[config.mk]
export PLATFORM = sky130hd
export DESIGN_NAME = imm_gen_pipe
export DESIGN_NICKNAME = d
export VERILOG_FILES = /design/src/rtl/imm_gen_pipe.sv
export SDC_FILE = /design/constraint.sdc
export NUM_CORES = 1
export LEC_CHECK = 0
export ABC_AREA = 0
export CAP_MARGIN = 20
export CORE_MARGIN = 4
export CORE_UTILIZATION = 40
export DETAILED_ROUTE_END_ITERATION = 8
export PLACE_DENSITY_LB_ADDON = 0.12
export SYNTH_ARGS = -nofsm -noshare
export SYNTH_HDL_FRONTEND = slang
export SYNTH_SLANG_ARGS = --single-unit
[constraint.sdc]
create_clock -name clk -period 7 [get_ports clk]
set_input_delay 1.75 -clock clk [delete_from_list [all_inputs] [get_ports clk]]
set_output_delay 1.75 -clock clk [all_outputs]
set_load 0.03 [all_outputs]
[src/rtl/imm_gen_pipe.sv]
// Multi-lane RV immediate generator: each lane decodes its format from the opcode and
// produces a sign-extended immediate, held in a registered 2-entry main/skid buffer.
module imm_gen_pipe #(
    parameter int LANES = 2,
    parameter int XLEN  = 32
) (
    input  logic                    clk,
    input  logic                    reset,
    input  logic                    in_valid,
    output logic                    in_ready,
    input  logic [LANES*32-1:0]     instr,
    input  logic                    flush,
    output logic                    out_valid,
    input  logic                    out_ready,
    output logic [LANES*XLEN-1:0]   imm_ext,
    output logic [LANES*3-1:0]      imm_fmt
);

    localparam logic [2:0] FMT_I    = 3'd0;
    localparam logic [2:0] FMT_S    = 3'd1;
    localparam logic [2:0] FMT_B    = 3'd2;
    localparam logic [2:0] FMT_U    = 3'd3;
    localparam logic [2:0] FMT_J    = 3'd4;
    localparam logic [2:0] FMT_NONE = 3'd7;

    function automatic logic [2:0] fmt_of(input logic [6:0] opcode);
        logic [2:0] f;
        case (opcode)
            7'b0010011, 7'b0000011, 7'b1100111, 7'b1110011: f = FMT_I;
            7'b0100011:                                     f = FMT_S;
            7'b1100011:                                     f = FMT_B;
            7'b0110111, 7'b0010111:                         f = FMT_U;
            7'b1101111:                                     f = FMT_J;
            default:                                        f = FMT_NONE;
        endcase
        return f;
    endfunction

    // Build the 32-bit immediate, then widen through a signed cast so XLEN=64 sign-extends.
    function automatic logic [XLEN-1:0] imm_of(input logic [31:0] ins, input logic [2:0] fmt);
        logic signed [31:0] v;
        logic               s;
        s = ins[31];
        case (fmt)
            FMT_I:   v = {{20{s}}, ins[31:20]};
            FMT_S:   v = {{20{s}}, ins[31:25], ins[11:7]};
            FMT_B:   v = {{19{s}}, ins[31], ins[7], ins[30:25], ins[11:8], 1'b0};
            FMT_U:   v = {ins[31:12], 12'b0};
            FMT_J:   v = {{11{s}}, ins[31], ins[19:12], ins[20], ins[30:21], 1'b0};
            default: v = 32'sd0;
        endcase
        return XLEN'(v);
    endfunction

    logic [LANES*XLEN-1:0] w_imm;
    logic [LANES*3-1:0]    w_fmt;
    logic                  w_accept;
    logic                  w_pop;

    logic                  r_main_valid;
    logic                  r_skid_valid;
    logic [LANES*XLEN-1:0] r_main_imm;
    logic [LANES*XLEN-1:0] r_skid_imm;
    logic [LANES*3-1:0]    r_main_fmt;
    logic [LANES*3-1:0]    r_skid_fmt;

    // Per-lane decode of the incoming bundle.
    always_comb begin
        w_imm = '0;
        w_fmt = '0;
        for (int i = 0; i < LANES; i++) begin
            w_fmt[i*3 +: 3]       = fmt_of(instr[i*32 +: 7]);
            w_imm[i*XLEN +: XLEN] = imm_of(instr[i*32 +: 32], fmt_of(instr[i*32 +: 7]));
        end
    end

    assign w_accept  = in_valid && !r_skid_valid;
    assign w_pop     = r_main_valid && out_ready;

    assign in_ready  = !r_skid_valid;
    assign out_valid = r_main_valid;
    assign imm_ext   = r_main_imm;
    assign imm_fmt   = r_main_fmt;

    // Main/skid buffer; an accept together with a pop never sees a full skid since in_ready is low then.
    always_ff @(posedge clk or posedge reset) begin
        if (reset) begin
            r_main_valid <= 1'b0;
            r_skid_valid <= 1'b0;
            r_main_imm   <= '0;
            r_skid_imm   <= '0;
            r_main_fmt   <= '0;
            r_skid_fmt   <= '0;
        end else if (flush) begin
            r_main_valid <= 1'b0;
            r_skid_valid <= 1'b0;
        end else begin
            case ({w_accept, w_pop})
                2'b10: begin
                    if (!r_main_valid) begin
                        r_main_valid <= 1'b1;
                        r_main_imm   <= w_imm;
                        r_main_fmt   <= w_fmt;
                    end else begin
                        r_skid_valid <= 1'b1;
                        r_skid_imm   <= w_imm;
                        r_skid_fmt   <= w_fmt;
                    end
                end
                2'b01: begin
                    if (r_skid_valid) begin
                        r_main_imm   <= r_skid_imm;
                        r_main_fmt   <= r_skid_fmt;
                        r_skid_valid <= 1'b0;
                    end else begin
                        r_main_valid <= 1'b0;
                    end
                end
                2'b11: begin
                    r_main_imm <= w_imm;
                    r_main_fmt <= w_fmt;
                end
                default: begin
                    r_main_valid <= r_main_valid;
                end
            endcase
        end
    end

endmodule

Word level (Yosys, flattened, before mapping)
Cells that the tools add are included.
W data, S select, Z words.
Storage, ports and cells
  word-level logic and storage cells: 71
  flip-flop bits (word level): 142
  output and inout port bits: 72
  bits of input ports: 69
Operators by class
  reduce and logical (&&, ||, !) cells: 15
  bitwise gates (word level): 1
  equality and inequality tests: 33
  multiplexer cells: 16
Operators by type and width (number)
  $pmux W32 S5: 2
  $pmux W64 S3: 1
  $mux W64: 2
  $eq A7 B7 Y1 const B: 8
  $pmux W3 S5: 2
  $eq A7 B5 Y1 const B: 4
  $eq A7 B6 Y1 const B: 4
  $pmux W6 S3: 1
  $eq A7 B2 Y1 const B: 2
  $eq A3 B2 Y1 const B: 4
  $mux W6: 2
  $reduce_or A4 Y1: 2
  $eq A3 B1 Y1 const B: 2
  $eq A3 B3 Y1 const B: 2
  $logic_not A3 Y1: 2
  $ne A3 B3 Y1 const B: 2
  $reduce_bool A3 Y1: 2
  $eq A2 B2 Y1 const B: 2
  $mux W1: 4
  $ne A2 B2 Y1 const B: 2
  $pmux W1 S2: 2
  $reduce_and A2 Y1: 2
  $reduce_and A4 Y1: 1
  $reduce_or A2 Y1: 2
  5 further kinds: 6

Depth between registers and ports, before layout
Gate-level depths: netlist of the first run.
  word-level depth: 7
  gate-level depth with buffers: 7

Least setup slack after synthesis of the first run
OpenSTA, ideal clock, no wires.
  kind: input-to-reg
  start point: in instr[34]
  end point: reg r_main_imm[52], in the netlist imm_ext[52]
  setup time: 0.128 ns
  setup slack: 3.960 ns
  cell stages on the path: 6
  arrival: 2.912 ns
  required time: 6.872 ns
  cell sequence: buf_2 -> and4b_1 -> a311o_1 -> a21oi_1 -> buf_4 -> a211oi_2
Between the ends
  cells in the longest elaborated chain, start to end: 7
RTL lines
  start: declaration: RTL line 11  | input logic [LANES*32-1:0] instr,
  $eq A7 B5 Y1 (tied with other cells): RTL line 28  | case (opcode)
  $reduce_or A4 Y1 or $reduce_or A2 Y1 (tied branches): RTL line 28
  $pmux W3 S5 (*): RTL line 28
  $eq A3 B3 Y1 (tied with other cells): RTL line 44  | case (fmt)
  $pmux W32 S5 (*): RTL line 44
  $mux W64: RTL line 100  | if (!r_main_valid) begin
  $pmux W64 S3 (*): RTL line 98  | case ({w_accept, w_pop})
  end signal: assignment: RTL line 102  | r_main_imm <= w_imm;
  end signal: assignment: RTL line 112  | r_main_imm <= r_skid_imm;
  end signal: assignment: RTL line 120  | r_main_imm <= w_imm;
  end: declaration: RTL line 62  | logic [LANES*XLEN-1:0] r_main_imm;
Mark *: on every way between the ends. The rest lies on a longest branch, timed or not. The select of a mux whose other input is x is not followed.
A chain may end at the register's enable or synchronous reset.

Worst setup path in the final report of the first run
  start point: in in_valid
  end point: reg r_skid_imm[56]
Between the ends
  cells in the longest elaborated chain, start to end: 3
RTL lines
  start: declaration: RTL line 9  | input logic in_valid,
  $logic_and A1 B1 Y1: RTL line 77  | assign w_accept = in_valid && !r_skid_valid;
  $eq A2 B2 Y1: RTL line 98
  $reduce_and A3 Y1 (no line)
  end signal: assignment: RTL line 106  | r_skid_imm <= w_imm;
  end: declaration: RTL line 63  | logic [LANES*XLEN-1:0] r_skid_imm;
Every way passes these cells.

==> results.sh, run 1 <==
export IMPL_p_sw_w=0.0007886
export IMPL_cts_resized=0
export IMPL_die_h_um=144.2
export IMPL_path_clk_slew_ns=0.06
export IMPL_timing_final_crit_share_pct=65.28
export IMPL_min_period_ns=4.570
export IMPL_max_freq_ghz=0.2188
export IMPL_r2r_cells=4
export IMPL_place_hpwl_mm=14.56
export IMPL_io_pins=141
export IMPL_insertion_delay_ns=0.42
export IMPL_pwr_share_seq_pct=39.4
export IMPL_first_pass_iters=5
export IMPL_post_cts_buffers=0
export IMPL_start_util_pct=41.00
export IMPL_drt_iter0_drc=537
export IMPL_cp_top_family="simple AND/OR/NAND/NOR gates"
export IMPL_grt_total_usage_pct=21.01
export IMPL_min_delay_start="r_skid_imm[11]$_DFFE_PP0P_"
export IMPL_swShare_pct=29.96
export IMPL_syn_area_um2=7416
export IMPL_num_antenna_cells=0
export IMPL_end_kind="flip-flop"
export IMPL_fin_skew_ns=0.008577
export IMPL_ff_latch_area_um2=3553
export IMPL_viasPerCell=5.838
export IMPL_drive_above_1_share_pct=10.63
export IMPL_wirelength_mm=21.46
export IMPL_rsz0062_at_grt="no"
export IMPL_cp_data_arrival_time_ns=4.82
export IMPL_cts_buffers=17
export IMPL_r2r_start="r_skid_valid$_DFFE_PP0P_"
export IMPL_coreArea_um2=18090
export IMPL_p_per_area_nw_per_um2=277.3
export IMPL_crit_path_top_delay_cell="a21oi_1"
export IMPL_cts_root_buf="clkbuf_16"
export IMPL_port_buffers=140
export IMPL_cts_htree_levels=4
export IMPL_clk_path_buf_depth=2
export IMPL_required_ns=7.25
export IMPL_netlist_top_cells_area="dfrtp_1 48%, a21oi_1 4.5%, nand2_1 4.3%"
export IMPL_yosysSeqAreaShare_pct=47.92
export IMPL_cts_sinks=142
export IMPL_combinationalPowerShare_pct=23.8
export IMPL_slew_violations=0
export IMPL_ys_warn_count=0
export IMPL_drc_errors=0
export IMPL_vias=6498
export IMPL_crit_fanout=38
export IMPL_p_int_w=0.001843
export IMPL_place_area_um2=8846
export IMPL_place_congestion=0.8115
export IMPL_cts_hold_buf=0
export IMPL_drv_cap=0
export IMPL_grt_max_degree=91
export IMPL_cp_slowest_stage_delay_ns=0.96
export IMPL_synthCells=767
export IMPL_hold_path_class="reg -> reg"
export IMPL_area_growth_pct=27.99
export IMPL_setup_tns_ns=0
export IMPL_nets=941
export IMPL_multi_input_area_um2=3510
export IMPL_antenna_found_initial=0
export IMPL_synth_net_count=836
export IMPL_hold_ws_ns=0.4722
export IMPL_grt_pass1_vias=6528
export IMPL_yosysTopAreaCell="dfrtp_1"
export IMPL_outcome="complete, no violations"
export IMPL_die_area_um2=20780
export IMPL_fp_dieW_um=144.2
export IMPL_hold_violations=0
export IMPL_cts_tree="built"
export IMPL_crit_path_start_kind="primary input"
export IMPL_critPathKind="in -> reg"
export IMPL_path_cells="clkdlybuf4s50_1 > nor2b_1 > nand3_2 > a21oi_1 > a21oi_1"
export IMPL_cp_common_cell="a21oi_1"
export IMPL_ys_flop_type="dfrtp_1"
export IMPL_netlist_area_leader_share_pct=47.92
export IMPL_cp_num_cells=5
export IMPL_grt_overflow_total=0
export IMPL_final_cells=1113
export IMPL_worst_pin_slew_ns=0.9011
export IMPL_ys_ff_latch=142
export IMPL_leakage_nw=3.821
export IMPL_peakVddDrop_mv=0.1788
export IMPL_grt_pass1_wl_mm=34.59
export IMPL_wl_per_cell_um=19.28
export IMPL_pwr_share_clk_pct=36.8
export IMPL_worstSetupEndpoint="r_skid_imm[56]$_DFFE_PP0P_"
export IMPL_ff2ff_setup_slack_ns=3.87
export IMPL_ant_nets=0
export IMPL_slew_headroom_pct=39.60
export IMPL_synth_edf_count=0
export IMPL_critPathBufInv=1
export IMPL_postSynthAreaPerCell_um2=9.669
export IMPL_setup_violations=0
export IMPL_final_area_um2=9492
export IMPL_synth_cell_types=69
export IMPL_num_rows=49
export IMPL_n_fill_cell=1620
export IMPL_crit_start="in_valid"
export IMPL_async_reset_ff_share_pct=100.0
export IMPL_dp_cells=1081
export IMPL_r2r_end="r_skid_imm[56]$_DFFE_PP0P_"
power groups by stage:
stage                     clock network, W  logic, W  registers, W
after detailed placement                 0  0.000628       0.00105
after CTS                         0.000981  0.000631       0.00104
after global routing               0.00102  0.000677       0.00105
after floorplan                          0  0.000249       0.00117
final                             0.000968  0.000626       0.00104
after global placement                   0  0.000617       0.00105
Yosys cell counts (3+ instances only):
cell type / count
dfrtp_1: 142
nand2_1: 84
nor2_1: 75
a21oi_1: 66
nor3_1: 36
buf_2: 34
o21ai_0: 22
a211oi_2: 21
a31oi_1: 17
clkbuf_1: 17
a21o_1: 16
a22o_1: 15
and3_1: 15
a211oi_1: 14
nand3_1: 14
o211ai_1: 13
mux2i_1: 12
o22a_1: 12
o21ai_1: 11
nor2b_1: 10
a22oi_1: 9
o22ai_1: 8
or3_1: 8
and2_1: 6
buf_4: 6
inv_1: 6
buf_6: 5
nand2b_1: 5
nand4_1: 4
o21a_1: 4
o31ai_1: 4
o41ai_2: 4
mux2_2: 3
nor2_2: 3
worst min-delay path by stage:
stage	end	cells after the start	slack (ns)
global placement	r_skid_imm[43]$_DFFE_PP0P_	2	0.45
detailed placement	r_skid_imm[11]$_DFFE_PP0P_	2	0.46
global route	r_skid_imm[4]$_DFFE_PP0P_	1	0.50
floorplan	r_skid_imm[11]$_DFFE_PP0P_	2	0.44
CTS	r_skid_imm[11]$_DFFE_PP0P_	2	0.47
finish	r_skid_imm[11]$_DFFE_PP0P_	2	0.47
cell type report:
cell class | instances | share of cell area, %
clock buffers | 20 | 4.917
multi-input cells | 555 | 36.98
flip-flops and latches | 142 | 37.44
well taps | 229 | 3.019
inverters | 6 | 0.2900
repair buffers | 150 | 15.63
clock inverters | 11 | 1.727
per-stage QoR:
step           setup slack, ns  utilization [%]  total power [W]
3_5_place_dp             2.008            48.91         0.001680
4_1_cts                  2.445            52.40         0.002650
2_1_floorplan            1.440                -         0.001418
6_report                 2.430            52.48         0.002632
5_1_grt                  2.194            52.48         0.002751
3_3_place_gp             2.130            48.91         0.001664
cells in the final DEF (no fill, tap or decap), types with 3 or more instances in the layout:
cell type / instances
clkinv_2: 4
a211oi_2: 21
clkbuf_8: 3
o41ai_2: 4
clkdlybuf4s50_1: 140
o21ai_1: 11
mux2i_1: 12
and2_1: 6
bufinv_16: 4
o31ai_1: 4
o21ai_0: 22
nand2_1: 84
nor3_1: 35
or3_1: 8
nand4_1: 4
dfrtp_1: 142
mux2_2: 3
nor2_2: 3
a22oi_1: 9
o22ai_1: 8
o22a_1: 12
nor2b_1: 10
clkbuf_16: 17
a21o_1: 16
nand3_1: 14
buf_4: 9
inv_1: 5
nand2b_1: 5
o211ai_1: 13
o21a_1: 4
a31oi_1: 17
a211oi_1: 14
a21oi_1: 66
nor2_1: 74
a22o_1: 15
and3_1: 15
routing by layer:
metal | part of all wire, % | vias up | GRT usage [%]
li1 | - | 3020 | -
met5 | 0 | - | 0
met3 | 5.9 | 31 | 4.233
met2 | 47 | 228 | 32.58
met1 | 45 | 3219 | 29.61
met4 | 1.9 | 0 | 7.020
worst register-to-register path: stages (launching register included):
cell,delay [ns]
dfrtp_1,0.42
nor2b_1,0.65
nand3_2,0.77
a21oi_1,0.97
a21oi_1,0.15
sequential cells by signal, summed over array words and instances (netlist names):
name,flops
imm_ext,64
r_skid_imm,64
imm_fmt,6
r_skid_fmt,6
out_valid,1
r_skid_valid,1
cell families after synthesis:
| logic type | count (synthesis) | share of synthesized area [%] |
|---|---|---|
| mux | 15 | 2.075 |
| xor+xnor | 2 | 0.2363 |
| flops | 142 | 47.92 |
| simple gates | 281 | 18.93 |
| compound gates | 257 | 25.90 |
| buf+inv | 70 | 4.943 |
No activity file was read; power rests on OpenSTA's default activity.
==> inputs of run 2 (changes only) <==
Clock period 7 ns to 4.2 ns, I/O delays scaled along.
==> results.sh, run 2 (same netlist as run 1, synthesis figures left out) <==
export IMPL_layout_commonest_cell="dfrtp_1"
export IMPL_port_buffers=140
export IMPL_num_rows=49
export IMPL_place_area_um2=8977
export IMPL_r2r_cells=5
export IMPL_drc_errors=0
export IMPL_cts_root_buf="clkbuf_16"
export IMPL_ff2ff_setup_slack_ns=1.86
export IMPL_cp_data_arrival_time_ns=3.38
export IMPL_io_pins=141
export IMPL_grt_max_degree=65
export IMPL_antenna_found_initial=0
export IMPL_vias=6536
export IMPL_die_h_um=144.2
export IMPL_place_congestion=0.8256
export IMPL_place_hpwl_mm=14.95
export IMPL_cts_sinks=142
export IMPL_path_clk_slew_ns=0.06
export IMPL_cp_slowest_stage_delay_ns=0.78
export IMPL_grt_total_usage_pct=20.87
export IMPL_timing_final_crit_share_pct=72.18
export IMPL_wl_per_cell_um=18.97
export IMPL_cts_buffers=17
export IMPL_rsz0062_at_grt="no"
export IMPL_crit_path_top_delay_cell="clkdlybuf4s50_1"
export IMPL_clk_path_buf_depth=2
export IMPL_cp_common_cell="a21oi_1"
export IMPL_viasPerCell=5.815
export IMPL_final_cells=1124
export IMPL_grt_pass1_vias=6573
export IMPL_p_per_area_nw_per_um2=466.6
export IMPL_coreArea_um2=18090
export IMPL_first_pass_iters=5
export IMPL_path_cells="clkdlybuf4s50_1 > or3b_4 > nor2_2 > buf_4 > a21oi_1 > a21oi_1"
export IMPL_final_area_um2=9649
export IMPL_setup_violations=0
export IMPL_nets=951
export IMPL_wirelength_mm=21.32
export IMPL_hold_path_class="reg -> reg"
export IMPL_peakVddDrop_mv=0.2952
export IMPL_fp_dieW_um=144.2
export IMPL_dp_cells=1092
export IMPL_whs_path_depth=2
export IMPL_grt_overflow_total=0
export IMPL_crit_path_start_kind="primary input"
export IMPL_final_cell_mix="142 x dfrtp_1, 140 x clkdlybuf4s50_1, 84 x nand2_1"
export IMPL_cts_htree_levels=4
export IMPL_min_period_ns=3.032
export IMPL_post_cts_buffers=0
export IMPL_n_fill_cell=1611
export IMPL_worst_pin_slew_ns=0.8138
export IMPL_critPathKind="in -> reg"
export IMPL_drive_above_1_share_pct=11.51
export IMPL_end_kind="flip-flop"
export IMPL_cts_tree="built"
export IMPL_cts_resized=0
export IMPL_hold_violations=0
export IMPL_area_growth_pct=30.12
export IMPL_required_ns=4.55
export IMPL_start_util_pct=41.00
export IMPL_crit_fanout=20
export IMPL_drt_iter0_drc=422
export IMPL_max_freq_ghz=0.3299
export IMPL_setup_tns_ns=0
export IMPL_num_antenna_cells=0
export IMPL_power_total_w=0.004503
export IMPL_die_area_um2=20780
export IMPL_slew_headroom_pct=45.62
export IMPL_ant_nets=0
export IMPL_grt_pass1_wl_mm=34.65
export IMPL_slew_violations=0
export IMPL_insertion_delay_ns=0.42
export IMPL_postLayoutCoreUtil_pct=53.35
export IMPL_cts_hold_buf=0
export IMPL_leakage_nw=3.900
export IMPL_outcome="complete, no violations"
export IMPL_drv_cap=0
export IMPL_fin_skew_ns=0.004713
run 2: final timing paths:
kind                                            start                          to
max                                          instr[4]  r_skid_imm[20]$_DFFE_PP0P_
min reg2reg                r_skid_imm[11]$_DFFE_PP0P_  r_skid_imm[11]$_DFFE_PP0P_
max in group asynchronous                       reset  r_skid_imm[36]$_DFFE_PP0P_
min                        r_skid_imm[11]$_DFFE_PP0P_  r_skid_imm[11]$_DFFE_PP0P_
min in group asynchronous                       reset     imm_ext[58]$_DFFE_PP0P_
max reg2reg                  r_skid_valid$_DFFE_PP0P_     imm_ext[30]$_DFFE_PP0P_
run 2: layer usage:
metal  routed length [µm]  GRT usage (%)  part of all wire, %  vias up
met3                 1197          4.365                  5.6       35
li1                     -              -                    -     3036
met2                 9952          32.78                   47      208
met4                  345          6.382                  1.6        0
met1                 9826          29.20                   46     3257
met5                    0              0                    0        -
run 2: cell type report:
cell class,count,area [µm²],area share (%)
clock buffer,21,460.4,4.772
clock inverter,11,211.5,2.191
inverter,6,26.28,0.2723
multi-input combinational,555,3510,36.37
sequential,142,3553,36.83
tap,229,286.5,2.969
timing repair buffer,160,1602,16.60
run 2: report_power, final:
group          total (W)  switching, W  internal (W)
Combinational    0.00105      0.000601      0.000450
Sequential       0.00173      0.000134       0.00160
Clock            0.00172      0.000578       0.00114
Total            0.00450       0.00131       0.00319
run 2: stage by stage:
step                hold WS [ns]  setup slack, ns
finish                    0.4796            1.168
global placement          0.4592           0.7926
CTS                       0.4756            1.185
floorplan                 0.4403            1.373
detailed placement        0.4631           0.7347
global route              0.5042           0.9767
run 2: critical path: cells and delay by family:
| kind | cells | cell delay (ns) |
|---|---|---|
| simple gates | 2 | 1.07 |
| buf+inv | 2 | 1.02 |
| compound gates | 2 | 0.23 |
